### src/rtl/bf_scheduler.sv
// Bellman-Ford run sequencer: relax passes, then one negative-cycle scan.
// Optional BF_EARLY_EXIT_EN: stop relaxing after a pass that changed nothing.
module bf_scheduler #(
    parameter int NODES  = 32,
    parameter int IDX_W  = 5,
    parameter int PASS_W = 6
) (
    input  logic              clk,
    input  logic              reset,
    input  logic              start,
    input  logic              host_req,
    output logic              host_grant,
    output logic              busy,
    output logic              run_done,
    output logic              relax_reset,
    input  logic              relax_done,
    input  logic              relax_changed,
    output logic              cycle_reset,
    input  logic              cycle_done,
    input  logic [IDX_W-1:0]  r_vaddr_a,
    input  logic [IDX_W-1:0]  r_vaddr_b,
    input  logic [IDX_W-1:0]  r_arow,
    input  logic [IDX_W-1:0]  r_acol,
    input  logic [IDX_W-1:0]  c_vaddr_a,
    input  logic [IDX_W-1:0]  c_vaddr_b,
    input  logic [IDX_W-1:0]  c_arow,
    input  logic [IDX_W-1:0]  c_acol,
    output logic [IDX_W-1:0]  vertmat_addr_a,
    output logic [IDX_W-1:0]  vertmat_addr_b,
    output logic [IDX_W-1:0]  adjmat_row_addr,
    output logic [IDX_W-1:0]  adjmat_col_addr,
    output logic [PASS_W-1:0] pass_cnt
);

    typedef enum logic [2:0] {
        IDLE,
        RELAX_KICK,
        RELAX_WAIT,
        CYCLE_KICK,
        CYCLE_WAIT,
        FINISH
    } state_t;

    localparam logic [PASS_W-1:0] LAST_PASS = PASS_W'(NODES - 2);

    state_t state;
    logic   start_pend;
    logic   relax_exit;

`ifdef BF_EARLY_EXIT_EN
    assign relax_exit = (pass_cnt == LAST_PASS) || !relax_changed;
`else
    logic unused_changed;
    assign unused_changed = relax_changed;
    assign relax_exit     = (pass_cnt == LAST_PASS);
`endif

    // Engine resets default to held; only the WAIT states release them.
    always_ff @(posedge clk) begin
        if (reset) begin
            state       <= IDLE;
            pass_cnt    <= '0;
            start_pend  <= 1'b0;
            busy        <= 1'b0;
            run_done    <= 1'b0;
            host_grant  <= 1'b0;
            relax_reset <= 1'b1;
            cycle_reset <= 1'b1;
        end else begin
            run_done    <= 1'b0;
            host_grant  <= 1'b0;
            relax_reset <= 1'b1;
            cycle_reset <= 1'b1;
            if (start)
                start_pend <= 1'b1;
            case (state)
                IDLE: begin
                    host_grant <= host_req;
                    if ((start || start_pend) && !host_req) begin
                        state      <= RELAX_KICK;
                        pass_cnt   <= '0;
                        busy       <= 1'b1;
                        start_pend <= 1'b0;
                    end
                end
                RELAX_KICK: begin
                    state       <= RELAX_WAIT;
                    relax_reset <= 1'b0;
                end
                RELAX_WAIT: begin
                    if (relax_done) begin
                        if (relax_exit) begin
                            state <= CYCLE_KICK;
                        end else begin
                            pass_cnt <= pass_cnt + 1'b1;
                            state    <= RELAX_KICK;
                        end
                    end else begin
                        relax_reset <= 1'b0;
                    end
                end
                CYCLE_KICK: begin
                    state       <= CYCLE_WAIT;
                    cycle_reset <= 1'b0;
                end
                CYCLE_WAIT: begin
                    if (cycle_done) begin
                        state    <= FINISH;
                        run_done <= 1'b1;
                    end else begin
                        cycle_reset <= 1'b0;
                    end
                end
                FINISH: begin
                    busy  <= 1'b0;
                    state <= IDLE;
                end
                default: state <= IDLE;
            endcase
        end
    end

    always_comb begin
        vertmat_addr_a  = '0;
        vertmat_addr_b  = '0;
        adjmat_row_addr = '0;
        adjmat_col_addr = '0;
        case (state)
            RELAX_KICK, RELAX_WAIT: begin
                vertmat_addr_a  = r_vaddr_a;
                vertmat_addr_b  = r_vaddr_b;
                adjmat_row_addr = r_arow;
                adjmat_col_addr = r_acol;
            end
            CYCLE_KICK, CYCLE_WAIT: begin
                vertmat_addr_a  = c_vaddr_a;
                vertmat_addr_b  = c_vaddr_b;
                adjmat_row_addr = c_arow;
                adjmat_col_addr = c_acol;
            end
            default: ;
        endcase
    end

endmodule
### config.mk
export PLATFORM = sky130hd
export DESIGN_NAME = bf_scheduler
export DESIGN_NICKNAME = d
export VERILOG_FILES = /design/src/rtl/bf_scheduler.sv
export SDC_FILE = /design/constraint.sdc
export NUM_CORES = 1
export LEC_CHECK = 0
export BUFFER_PORTS_ARGS = -buffer_cell sky130_fd_sc_hd__buf_2
export CAP_MARGIN = 20
export CORE_UTILIZATION = 34
export CTS_CLUSTER_SIZE = 20
export DETAILED_ROUTE_END_ITERATION = 10
export PLACE_DENSITY_LB_ADDON = 0.2
export SLEW_MARGIN = 0
export SYNTH_ARGS = -nofsm -noshare
export SYNTH_HDL_FRONTEND = slang
export SYNTH_SLANG_ARGS = --single-unit
### constraint.sdc
create_clock -name clk -period 1.45 [get_ports clk]
set_clock_uncertainty 0.05 [all_clocks]
set_input_delay 0.3625 -clock clk [delete_from_list [all_inputs] [get_ports clk]]
set_output_delay 0.3625 -clock clk [all_outputs]
set_load 0.03 [all_outputs]
==> qor.yml <==
floorplanning:
  fp-row-count: 18
  core_area_um2: 2522
  die_x_um: 54.26
  die_h_um: 54.26
  initial_core_util_pct: 36.81
  io_pins: 78
  die-area_um2: 2944
final_layout:
  fillers: 171
  finalNonFillerCells: 234
  drive_gt1_share_pct: 70.59
  finish.net_count: 254
  synthToLayoutAreaGrowth_pct: 110.8
  antenna_cells: 0
sta:
  setup_slack_ns: -0.4625
  hold_viol_final: 0
  slew_headroom_pct: 77.65
  setup_tns_ns: -9.388
  fmax_mhz: 522.9
  period_minus_slack_ns: 1.912
  period_share_pct: 131.9
  tightest_slew_ns: 0.3330
  final-setup-viol-count: 25
  rsz0062_at_grt: "yes"
  slew_viol_final: 0
synth:
  synth_edf_count: 0
  synthTopCellsByArea: "dfxtp_1 (32%), a22o_1 (20%), nand2_1 (3.6%)"
  ys_seq_area_share_pct: 32.35
  mappedNetlistNets: 158
  synth-seq-cells: 15
  synth_cell_types: 36
  netlist_area_um2: 928.4
  synth_top_area_share_pct: 32.35
  yosysWarningCount: 0
  yosys.area.top_type: "dfxtp_1"
  synth_flop_cell: "dfxtp_1"
  synthArstFlopShare_pct: 0
  syn_inst: 109
  synth_area_per_cell_um2: 8.517
power:
  p_leak_nw: 0.9469
  vdd_ir_drop_max_v: 0.0008159
  finalPower_mw: 1.878
  powerDensity_nw_per_um2: 959.8
worst_setup_path:
  arrival_ns: 1.50
  worstPathMaxFanout: 10
  critPathLaunchType: "register"
  crit_type: "reg2out"
  cp.required_ns: 1.04
  crit_path_end_kind: "output pin"
clock_network:
  cts_root_buf: "clkbuf_4"
  clock_path_buffers: 2
  cts_num_sinks: 15
  clk_latency_ns: 0.30
  htree_levels: 1
  clkTransAtPathRegs_ns: 0.11
  cts_buffers: 3
  cts_tree: "yes"
placed_design:
  dp_cells: 227
  dp_hpwl_um: 2311
  finalWeightedCongestion: 0.7813
  numPortBuffers: 76
routing:
  drc: 0
  wl_per_cell_um: 16.11
  ant_nets: 0
  first_iter_violations: 16
  post_drt_via_cell_ratio: 5.410
  wirelength_um: 3770
  drt_pre_antenna_iters: 4
  via_count: 1266
flow_run:
  cap_violations: 0
run_status:
  status: "finished, violations left"
  violations: "setup timing"
global_route:
  grt_pass1_vias: 1142
  grt_start_max_net_pins: 18
  antenna_found_initial: 0
  track_usage_pct: 24.28
  grt.overflow.total: 0
  grt_pass1_wl_um: 5078
hold_path:
  hold_class: "in2reg"
-- cell families after synthesis --
kind of cell             count (synthesis)  share of synthesized area (%)
flip-flops                              15                          32.35
AO/OA/AOI/OAI                           47                          39.08
AND/OR/NAND/NOR                         33                          19.81
XOR/XNOR                                 1                         0.9436
buffers and inverters                   11                          5.121
adder cells (fa/ha/maj)                  2                          2.695
-- where the power goes --
| group | leakage (nW) | switching (mW) | total [mW] | internal, mW |
|---|---|---|---|---|
| clock network | 0.0177 | 0.158 | 0.261 | 0.103 |
| logic | 0.802 | 0.566 | 1.14 | 0.579 |
| registers | 0.127 | 0.0299 | 0.472 | 0.443 |
| total | 0.947 | 0.754 | 1.88 | 1.12 |
-- placed cells by master, fill, tap and decap left out, types with 2 or more instances in the layout --
cell type	count
buf_2	56
a21oi_1	3
nor2_1	5
nor3b_1	3
buf_4	15
clkbuf_16	2
buf_6	22
dfxtp_2	5
o21ai_0	4
nand2_1	7
dfxtp_4	3
clkbuf_4	3
dfxtp_1	7
ha_1	2
nand2_2	2
inv_1	4
a31oi_1	4
a211o_1	2
nor3_1	3
a22o_4	20
a41oi_2	2
-- final timing paths --
path	startpoint	endpoint	slack, ns	depth (start not counted)
setup / recovery	state[0]	adjmat_col_addr[4]	-0.46	5
hold / removal	cycle_done	cycle_reset	0.26	3
setup reg to reg	state[1]	pass_cnt[5]	-0.11	5
hold reg to reg	pass_cnt[4]	pass_cnt[4]	0.45	1
-- final cells by class --
cell class | instances | area [um^2] | area share, %
clock buffers | 3 | 22.52 | 1.151
clock inverters | 1 | 5.005 | 0.2558
inverters | 5 | 18.77 | 0.9591
multi-input cells | 83 | 829.5 | 42.39
flip-flops and latches | 15 | 317.8 | 16.24
well taps | 30 | 37.54 | 1.918
repair buffers | 97 | 725.7 | 37.08
-- flip-flops by register name (all words and copies together), names as in the netlist --
register / cells
pass_cnt: 6
state: 3
busy: 1
cycle_reset: 1
host_grant: 1
relax_reset: 1
run_done: 1
start_pend: 1
-- synth_stat cells, drive strengths merged, types with 2 or more instances --
cell / count
a22o: 21
dfxtp: 15
nand2: 9
nor2: 7
buf: 6
o21ai: 6
inv: 5
a21oi: 4
a31oi: 4
nor3: 4
nor3b: 3
a211o: 2
a41oi: 2
ha: 2
o211ai: 2
o21bai: 2
-- critical path: stages, from the launching register on --
cell and delay (ns):
dfxtp_4 0.38, nand2b_4 0.15, a21oi_4 0.20, buf_8 0.18
a22o_4 0.15, buf_6 0.12
-- through the flow --
stage / cell area [um^2] / setup WS [ns] / hold slack [ns] / util (%)
3_5_place_dp: 1679 / -0.1931 / 0.4072 / 66.57
3_3_place_gp: 1679 / -0.1763 / 0.4046 / 66.57
5_1_grt: 1957 / -0.5310 / 0.2743 / 77.58
4_1_cts: 1898 / -0.4995 / 0.2628 / 75.25
6_report: 1957 / -0.4625 / 0.2626 / 77.58
2_1_floorplan: 1150 / -0.003363 / 0.3924 / -
-- metal layers --
layer	track usage, %	up-vias	share of wire (%)
met5	0	-	0
met3	5.000	8	4.2
met1	30.37	602	39
met2	42.07	42	56
met4	5.983	0	1.4
li1	-	614	-
-- what timing repair did --
item	in CTS	in global routing
cloned	1	1
gates resized for setup	48	12
hold buffers	0	0
endpoints found under the setup margin	25	29
setup buffers	1	1
pin swaps	5	8
Note: power is estimated with default switching activity, not from simulation.
